## src/rtl/bram_read_arbiter.sv

```systemverilog
// Round-robin arbiter sharing one BRAM read port among N_REQ requesters, 1-cycle tagged response.
// Optional per-requester grant/stall counters enabled by defining BRAM_ARB_PERF_EN.
module bram_read_arbiter #(
  parameter int unsigned N_REQ      = 4,
  parameter int unsigned ADDR_WIDTH = 9,
  parameter int unsigned DATA_WIDTH = 64
`ifdef BRAM_ARB_PERF_EN
  ,parameter int unsigned CNT_WIDTH = 32
`endif
) (
  input  logic                        clk,
  input  logic                        rst,
  input  logic                        enable,
  input  logic [N_REQ-1:0]            req_valid,
  input  logic [N_REQ*ADDR_WIDTH-1:0] req_addr,
  output logic [N_REQ-1:0]            req_ready,
  output logic [N_REQ-1:0]            rsp_valid,
  output logic [DATA_WIDTH-1:0]       rsp_data,
  output logic [ADDR_WIDTH-1:0]       mem_r_addr,
  output logic                        mem_r_valid,
  input  logic [DATA_WIDTH-1:0]       mem_r_data,
  output logic                        busy
`ifdef BRAM_ARB_PERF_EN
  ,input  logic                       cnt_clear
  ,output logic [N_REQ*CNT_WIDTH-1:0] grant_cnt
  ,output logic [N_REQ*CNT_WIDTH-1:0] stall_cnt
`endif
);

  localparam int unsigned      PTR_W    = (N_REQ > 1) ? $clog2(N_REQ) : 1;
  localparam logic [PTR_W:0]   N_REQ_P  = (PTR_W+1)'(N_REQ);
  localparam logic [PTR_W-1:0] LAST_IDX = PTR_W'(N_REQ - 1);

  logic [PTR_W-1:0] r_rr_ptr;
  logic [N_REQ-1:0] r_rsp_id;

  logic [N_REQ-1:0] w_grant;
  logic [PTR_W-1:0] w_gidx;
  logic [PTR_W-1:0] w_idx;
  logic [PTR_W:0]   w_sum;
  logic             w_found;
  logic [ADDR_WIDTH-1:0] w_addr;

  // Search from r_rr_ptr upward with wrap; first requesting index wins.
  always_comb begin
    w_grant = '0;
    w_gidx  = '0;
    w_idx   = '0;
    w_sum   = '0;
    w_found = 1'b0;
    w_addr  = '0;
    if (!rst && enable) begin
      for (int i = 0; i < int'(N_REQ); i++) begin
        w_sum = {1'b0, r_rr_ptr} + (PTR_W+1)'(i);
        if (w_sum >= N_REQ_P) w_sum = w_sum - N_REQ_P;
        w_idx = w_sum[PTR_W-1:0];
        if (!w_found && req_valid[w_idx]) begin
          w_found = 1'b1;
          w_gidx  = w_idx;
        end
      end
    end
    if (w_found) w_grant[w_gidx] = 1'b1;
    // Mux only the granted slice so X on idle requesters never reaches the BRAM.
    for (int j = 0; j < int'(N_REQ); j++) begin
      if (w_grant[j]) w_addr = req_addr[j*ADDR_WIDTH +: ADDR_WIDTH];
    end
  end

  assign req_ready   = w_grant;
  assign mem_r_valid = w_found;
  assign mem_r_addr  = w_addr;

  always_ff @(posedge clk) begin
    if (rst) begin
      r_rr_ptr <= '0;
      r_rsp_id <= '0;
    end else begin
      r_rsp_id <= w_grant;
      if (w_found) r_rr_ptr <= (w_gidx == LAST_IDX) ? '0 : w_gidx + PTR_W'(1);
    end
  end

  assign rsp_valid = r_rsp_id;
  assign rsp_data  = mem_r_data;
  assign busy      = |r_rsp_id;

`ifdef BRAM_ARB_PERF_EN
  // Saturating counters; clear has priority over increment.
  for (genvar gi = 0; gi < N_REQ; gi++) begin : g_perf
    logic [CNT_WIDTH-1:0] r_grant_cnt;
    logic [CNT_WIDTH-1:0] r_stall_cnt;

    always_ff @(posedge clk) begin
      if (rst || cnt_clear) begin
        r_grant_cnt <= '0;
        r_stall_cnt <= '0;
      end else begin
        if (w_grant[gi] && (r_grant_cnt != '1))
          r_grant_cnt <= r_grant_cnt + CNT_WIDTH'(1);
        if (req_valid[gi] && !w_grant[gi] && (r_stall_cnt != '1))
          r_stall_cnt <= r_stall_cnt + CNT_WIDTH'(1);
      end
    end

    assign grant_cnt[gi*CNT_WIDTH +: CNT_WIDTH] = r_grant_cnt;
    assign stall_cnt[gi*CNT_WIDTH +: CNT_WIDTH] = r_stall_cnt;
  end
`endif

endmodule

```

## config.mk

```make
export PLATFORM = sky130hd
export DESIGN_NAME = bram_read_arbiter
export DESIGN_NICKNAME = d
export VERILOG_FILES = /design/src/rtl/bram_read_arbiter.sv
export SDC_FILE = /design/constraint.sdc
export NUM_CORES = 1
export LEC_CHECK = 0
export CORE_MARGIN = 4
export CORE_UTILIZATION = 24
export CTS_CLUSTER_SIZE = 20
export DETAILED_ROUTE_END_ITERATION = 12
export GPL_TIMING_DRIVEN = 0
export PLACE_DENSITY = 0.84
export SLEW_MARGIN = 20
export SYNTH_ARGS = -nofsm -noshare
export SYNTH_HDL_FRONTEND = slang
export SYNTH_SLANG_ARGS = --single-unit
```

## constraint.sdc

```tcl
create_clock -name clk -period 3.5 [get_ports clk]
set_input_delay 0.7 -clock clk [delete_from_list [all_inputs] [get_ports clk]]
set_output_delay 0.7 -clock clk [all_outputs]
set_load 0.05 [all_outputs]
```

==> impl_metrics.json, run 1 <==
{
  "run_status": "finished with violations",
  "failed_checks": "setup timing",
  "via_per_inst": 4.44,
  "design.portCount": 190,
  "min-delay-path-class": "reg -> reg",
  "cts-hold-fix-buffers": 0,
  "dieArea_sq_um": 6520,
  "synth_common_cells": "sky130_fd_sc_hd__buf_4 (64), sky130_fd_sc_hd__a21oi_1 (19), sky130_fd_sc_hd__inv_1 (12)",
  "timing_hold_violations_final": 0,
  "core_sq_um": 5110,
  "cp.required_ns": 3.61,
  "synth.most_common_cell": "sky130_fd_sc_hd__buf_4",
  "ir_worst_vdd_mv": 0.111,
  "cts-root-to-sink-buffers": 2,
  "grt_pass1_vias": 1770,
  "clock_transition_at_path_regs_ns": 0.04,
  "place_congestion": 0.772,
  "globalRoute.totalOverflow": 0,
  "post-route-worst-setup-slack_ns": -0.0996,
  "placed_cells_incl_taps": 369,
  "fp.dieW_microns": 80.7,
  "drt_drc_violations_left": 0,
  "post_route_utilization_pct": 60.9,
  "grt_first_pass_wirelength_microns": 8390,
  "number_of_nets_with_antenna_violations_after_detailed_routing": 0,
  "final_stage_net_count": 441,
  "firstDrtPassIters": 4,
  "layout-area-overhead-vs-synth_pct": 145,
  "timing.critical_path.from_type": "input port",
  "fmaxAchievable_mhz": 278,
  "dp_hpwl_microns": 4330,
  "finalCriticalPeriod_ns": 3.60,
  "drt_iter0_drc": 61,
  "grt_antenna_before_repair": 0,
  "maximum_number_of_pins_on_one_net_before_global_route_repair": 11,
  "finalSetupTns_ns": -0.351,
  "share_of_async_settable_or_async_resettable_flops_after_synthesis_pct": 0,
  "layoutNonFillerInstCount": 398,
  "worstPathArrival_ns": 3.71,
  "maxCapViolations": 0,
  "netlist_instances": 174,
  "synthDominantAreaCellType": "sky130_fd_sc_hd__buf_4",
  "wl_per_cell_microns": 14.8,
  "track_usage_pct": 16.2,
  "number_of_clock_buffers_inserted_by_tritoncts": 3,
  "yosys_warn_count": 0,
  "num_antenna_cells": 0,
  "setup_repair_after_global_routing_missed_its_margin": "yes",
  "timing_worst_setup_path_type": "in -> reg",
  "cts-htree-levels": 1,
  "clk-insertion-delay-late_ns": 0.22,
  "drive_above_1_share_pct": 44.8,
  "synth_area_leaders": "sky130_fd_sc_hd__buf_4 (38%), sky130_fd_sc_hd__dfxtp_1 (9.5%), sky130_fd_sc_hd__a21oi_1 (7.5%), sky130_fd_sc_hd__a221o_1 (7.1%), sky130_fd_sc_hd__nand3b_1 (5.3%)",
  "setup_violations": 10,
  "port_buffers": 125,
  "drv_slew": 0,
  "via_count": 1766,
  "p_leak_nw": 1.37,
  "crit_path_end_kind": "register",
  "worst_slew_pin_slew_ns": 0.547,
  "timing.clock.skew_ns": 0.00601,
  "start_util_pct": 24.9,
  "die_h_microns": 80.7,
  "crit_fanout": 3,
  "final.period_utilization_pct": 103,
  "number_of_synthesized_flops_with_an_enable_pin": 0,
  "clock_tree_from_tritoncts": "yes",
  "syn_area_sq_um": 1270,
  "design_power_total_mw": 0.709,
  "synthDominantCellAreaShare_pct": 37.8,
  "cts_sinks": 6,
  "placementRows": 26,
  "ff2ff_path_depth": 21,
  "ys.flop_type": "sky130_fd_sc_hd__dfxtp_1",
  "ctsRootBufferMaster": "sky130_fd_sc_hd__clkbuf_8",
  "totalWireLength_microns": 5890,
  "yosysUniqueCellTypes": 34,
  "hold_path_depth": 2,
  "power_per_cell_area_nw_per_um2": 228,
  "relSlewSlack_pct": 63.4,
  "syn-mean-instance-area_sq_um": 7.30,
  "synth_sequential_area_ratio_pct": 9.46,
  "synth-seq-cells": 6,
  "synth_nets": 285
}
-- per-stage QoR --
step | instance area, sq um | setup slack, ns | hold WS [ns]
after global routing | 3110 | -0.152 | 0.689
after global placement | 2710 | -1.35 | 0.576
after detailed placement | 2710 | -1.46 | 0.578
after floorplan | 1370 | 0.0870 | 0.529
after CTS | 3060 | 0.00545 | 0.641
final | 3110 | -0.0996 | 0.646
-- repair_timing --
action,4_1_cts,5_1_grt
pin swaps,10,5
setup buffers,20,2
setup endpoints to repair,14,12
gates resized for setup,127,16
gates cloned,4,0
-- kinds of logic (layout without fill, tap and decap cells) --
kind of cell	after synthesis	in the layout	synth area share (%)
buffers and inverters	86	240	44.9
AND/OR/NAND/NOR	41	41	20.8
AO/OA/AOI/OAI	36	36	20.1
flip-flops	6	6	9.46
adder cells (fa/ha/maj)	4	4	3.94
multiplexers	1	1	0.788
-- registers in the layout, summed over array words and instances (netlist names) --
signal     flops
rsp_valid      4
r_rr_ptr       2
-- final cells by class --
class / instances / area, sq um
buffer: 73 / 586
clock buffer: 3 / 41.3
fill: 438 / 2000
inverter: 13 / 48.8
multi-input combinational: 82 / 747
sequential: 6 / 120
tap: 70 / 87.6
timing repair buffer: 151 / 1480
-- where the power goes --
group          leakage, nW  switching (mW)  internal, mW
Sequential          0.0490         0.00510        0.0720
Clock               0.0216          0.0331        0.0742
Combinational         1.30           0.281         0.244
-- cells in the final DEF (no fill, tap or decap), drive strengths merged, types with 2 or more instances in the layout --
cell type	n
nor3	2
buf	105
ha	4
nand3b	9
nand2	11
a221o	9
clkbuf	11
or4	2
inv	13
nor4bb	2
clkdlybuf4s15	4
a21oi	19
clkdlybuf4s50	106
and3	8
dfxtp	6
-- final timing paths --
kind                                    end        start  slack, ns
worst min-delay path            r_rr_ptr[1]  r_rr_ptr[1]       0.65
worst max register to register  r_rr_ptr[0]  r_rr_ptr[1]      -0.03
worst max-delay path            r_rr_ptr[0]       enable       -0.1
worst min register to register  r_rr_ptr[1]  r_rr_ptr[1]       0.65
-- routing by layer --
layer	track usage (%)	up-vias	share of wire, %
met2	30.6	123	52
li1	-	844	-
met4	4.39	0	1.3
met5	0	-	0
met1	18.5	791	36
met3	2.88	8	11
-- critical path, stage by stage --
cell and delay [ns]:
sky130_fd_sc_hd__dlygate4sd2_1 0.19, sky130_fd_sc_hd__and2b_2 0.16, sky130_fd_sc_hd__o211ai_1 0.16, sky130_fd_sc_hd__buf_4 0.19
sky130_fd_sc_hd__buf_4 0.12, sky130_fd_sc_hd__buf_4 0.12, sky130_fd_sc_hd__buf_4 0.12, sky130_fd_sc_hd__buf_4 0.12
sky130_fd_sc_hd__buf_4 0.12, sky130_fd_sc_hd__buf_4 0.12, sky130_fd_sc_hd__buf_4 0.13, sky130_fd_sc_hd__buf_4 0.12
sky130_fd_sc_hd__buf_4 0.12, sky130_fd_sc_hd__buf_4 0.12, sky130_fd_sc_hd__buf_4 0.12, sky130_fd_sc_hd__buf_4 0.12
sky130_fd_sc_hd__buf_4 0.12, sky130_fd_sc_hd__buf_4 0.13, sky130_fd_sc_hd__buf_4 0.12, sky130_fd_sc_hd__buf_4 0.12
sky130_fd_sc_hd__buf_4 0.12, sky130_fd_sc_hd__o31a_1 0.24
Note: power is estimated with default switching activity, not from simulation.
==> run 2, diff against run 1 <==
CAP_MARGIN = 20   (was default)
CORE_MARGIN = 3   (was 4)
==> run 2 against run 1 <==
Net effect: largest cell class unchanged; the run still ends with setup timing left; maximum frequency fell by 0.86%; combinational power rose by 2%; cell count rose by 0.50%; routed wire length rose by 2.6%; die area fell by 4.9%; flip-flop and latch count did not move.
==> impl_metrics.json, run 2 (same netlist as run 1, synthesis figures left out) <==
{
  "grt_first_pass_wirelength_microns": 8710,
  "p_leak_nw": 1.39,
  "fp.dieW_microns": 78.7,
  "via_per_inst": 4.52,
  "globalRoute.totalOverflow": 0,
  "core_sq_um": 4910,
  "dp_hpwl_microns": 4340,
  "clock_tree_from_tritoncts": "yes",
  "fmaxAchievable_mhz": 275,
  "number_of_clock_buffers_inserted_by_tritoncts": 3,
  "ir_worst_vdd_mv": 0.146,
  "grt_use_met2_pct": 32.8,
  "power_per_cell_area_nw_per_um2": 228,
  "timing.critical_path.from_type": "input port",
  "gr-usage-met1_pct": 18.2,
  "final.period_utilization_pct": 104,
  "num_antenna_cells": 0,
  "dieArea_sq_um": 6200,
  "grt_pass1_vias": 1877,
  "layout-area-overhead-vs-synth_pct": 148,
  "timing.clock.skew_ns": 0.00318,
  "drive_above_1_share_pct": 46.5,
  "maximum_number_of_pins_on_one_net_before_global_route_repair": 11,
  "final_stage_net_count": 446,
  "number_of_nets_with_antenna_violations_after_detailed_routing": 0,
  "min-delay-path-class": "reg -> reg",
  "drt_iter0_drc": 51,
  "final_cell_mix": "sky130_fd_sc_hd__clkdlybuf4s50_1 (106), sky130_fd_sc_hd__buf_4 (91), sky130_fd_sc_hd__buf_6 (16), sky130_fd_sc_hd__inv_1 (12), sky130_fd_sc_hd__nand2_1 (10)",
  "track_usage_pct": 17.3,
  "failed_checks": "setup timing",
  "place_congestion": 0.719,
  "relSlewSlack_pct": 52.5,
  "run_status": "finished with violations",
  "crit_path_end_kind": "output port",
  "largest_reg_flops": 4,
  "cts-hold-fix-buffers": 0,
  "setup_repair_after_global_routing_missed_its_margin": "yes",
  "layoutNonFillerInstCount": 400,
  "ctsRootBufferMaster": "sky130_fd_sc_hd__clkbuf_8",
  "totalWireLength_microns": 6040,
  "die_h_microns": 78.7,
  "placementRows": 25,
  "design.portCount": 190,
  "cts-htree-levels": 1,
  "most_common_library_cell_in_the_layout_ignoring_fill_and_taps": "sky130_fd_sc_hd__clkdlybuf4s50_1",
  "cts-root-to-sink-buffers": 2,
  "timing_hold_violations_final": 0,
  "post-route-worst-setup-slack_ns": -0.131,
  "start_util_pct": 25.9,
  "placed_cells_incl_taps": 366,
  "firstDrtPassIters": 4,
  "clock_transition_at_path_regs_ns": 0.04,
  "cts_sinks": 6,
  "crit_fanout": 5,
  "via_count": 1807,
  "clk-insertion-delay-late_ns": 0.22,
  "port_buffers": 125,
  "finalSetupTns_ns": -0.865,
  "timing_worst_setup_path_type": "in -> out",
  "global_route.peak_usage_layer": "met2",
  "wl_per_cell_microns": 15.1,
  "maxCapViolations": 0,
  "drv_slew": 0,
  "finalCriticalPeriod_ns": 3.63,
  "groute.layer.met3.usage_pct": 4.20,
  "pre_cts_slack_ns": -1.46,
  "cp.required_ns": 2.80,
  "worstPathArrival_ns": 2.93,
  "worst_slew_pin_slew_ns": 0.711,
  "setup_violations": 9,
  "drt_drc_violations_left": 0,
  "grt_antenna_before_repair": 0
}
-- run 2: cell count changes in the layout (fill, tap and decap cells not counted), sizes merged --
cell / delta
buf: +10
clkbuf: -2
clkdlybuf4s15: -4
clkdlybuf4s18: +1
-- run 2: repair_timing --
action,CTS,global route
hold endpoints to repair,0,0
resized for setup,124,32
cloned,1,0
pin swaps,7,10
setup buffers,28,4
setup endpoints to repair,14,14
-- run 2: path summary, 6_finish.rpt --
kind | slack, ns | cells after the start | start | end
max | -0.13 | 12 | req_valid[2] | mem_r_addr[5]
min | 0.64 | 2 | r_rr_ptr[1] | r_rr_ptr[1]
max reg2reg | 0.11 | 21 | r_rr_ptr[1] | r_rr_ptr[0]
min reg2reg | 0.64 | 2 | r_rr_ptr[1] | r_rr_ptr[1]
-- run 2: area by class of cell --
cell class	count	area (sq um)
buffer	73	568
clock buffer	3	41.3
fill	412	1770
inverter	13	48.8
multi-input combinational	82	777
sequential	6	120
tap	67	83.8
timing repair buffer	156	1510
-- run 2: metrics by stage --
step                hold WS (ns)  instance area, sq um  util, %  total power, mW
floorplan                  0.529                  1370        -            0.391
global placement           0.574                  2710     55.1            0.543
detailed placement         0.566                  2710     55.1            0.549
CTS                        0.622                  3060     62.3            0.696
global route               0.673                  3150     64.1            0.745
finish                     0.636                  3150     64.1            0.717
-- run 2: critical path, cell delays in order --
cell and delay, ns:
sky130_fd_sc_hd__buf_8 0.10, sky130_fd_sc_hd__or4_4 0.53, sky130_fd_sc_hd__o211ai_1 0.13, sky130_fd_sc_hd__buf_4 0.16, sky130_fd_sc_hd__buf_6 0.09, sky130_fd_sc_hd__nor3_4 0.04, sky130_fd_sc_hd__ha_4 0.21, sky130_fd_sc_hd__buf_6 0.12
sky130_fd_sc_hd__nand3b_1 0.14, sky130_fd_sc_hd__a221o_1 0.36, sky130_fd_sc_hd__a21oi_4 0.16, sky130_fd_sc_hd__buf_6 0.18
-- run 2: power breakdown --
part	leakage [nW]	switching, mW	internal, mW
clock	0.0216	0.0297	0.0739
combinational	1.32	0.286	0.251
sequential	0.0490	0.00495	0.0721
total	1.39	0.320	0.397
-- run 2: layer usage --
metal | share of wire (%) | wire, microns
met5 | 0 | 0
met4 | 2.4 | 142
met3 | 11 | 653
met2 | 52 | 3150
met1 | 35 | 2090
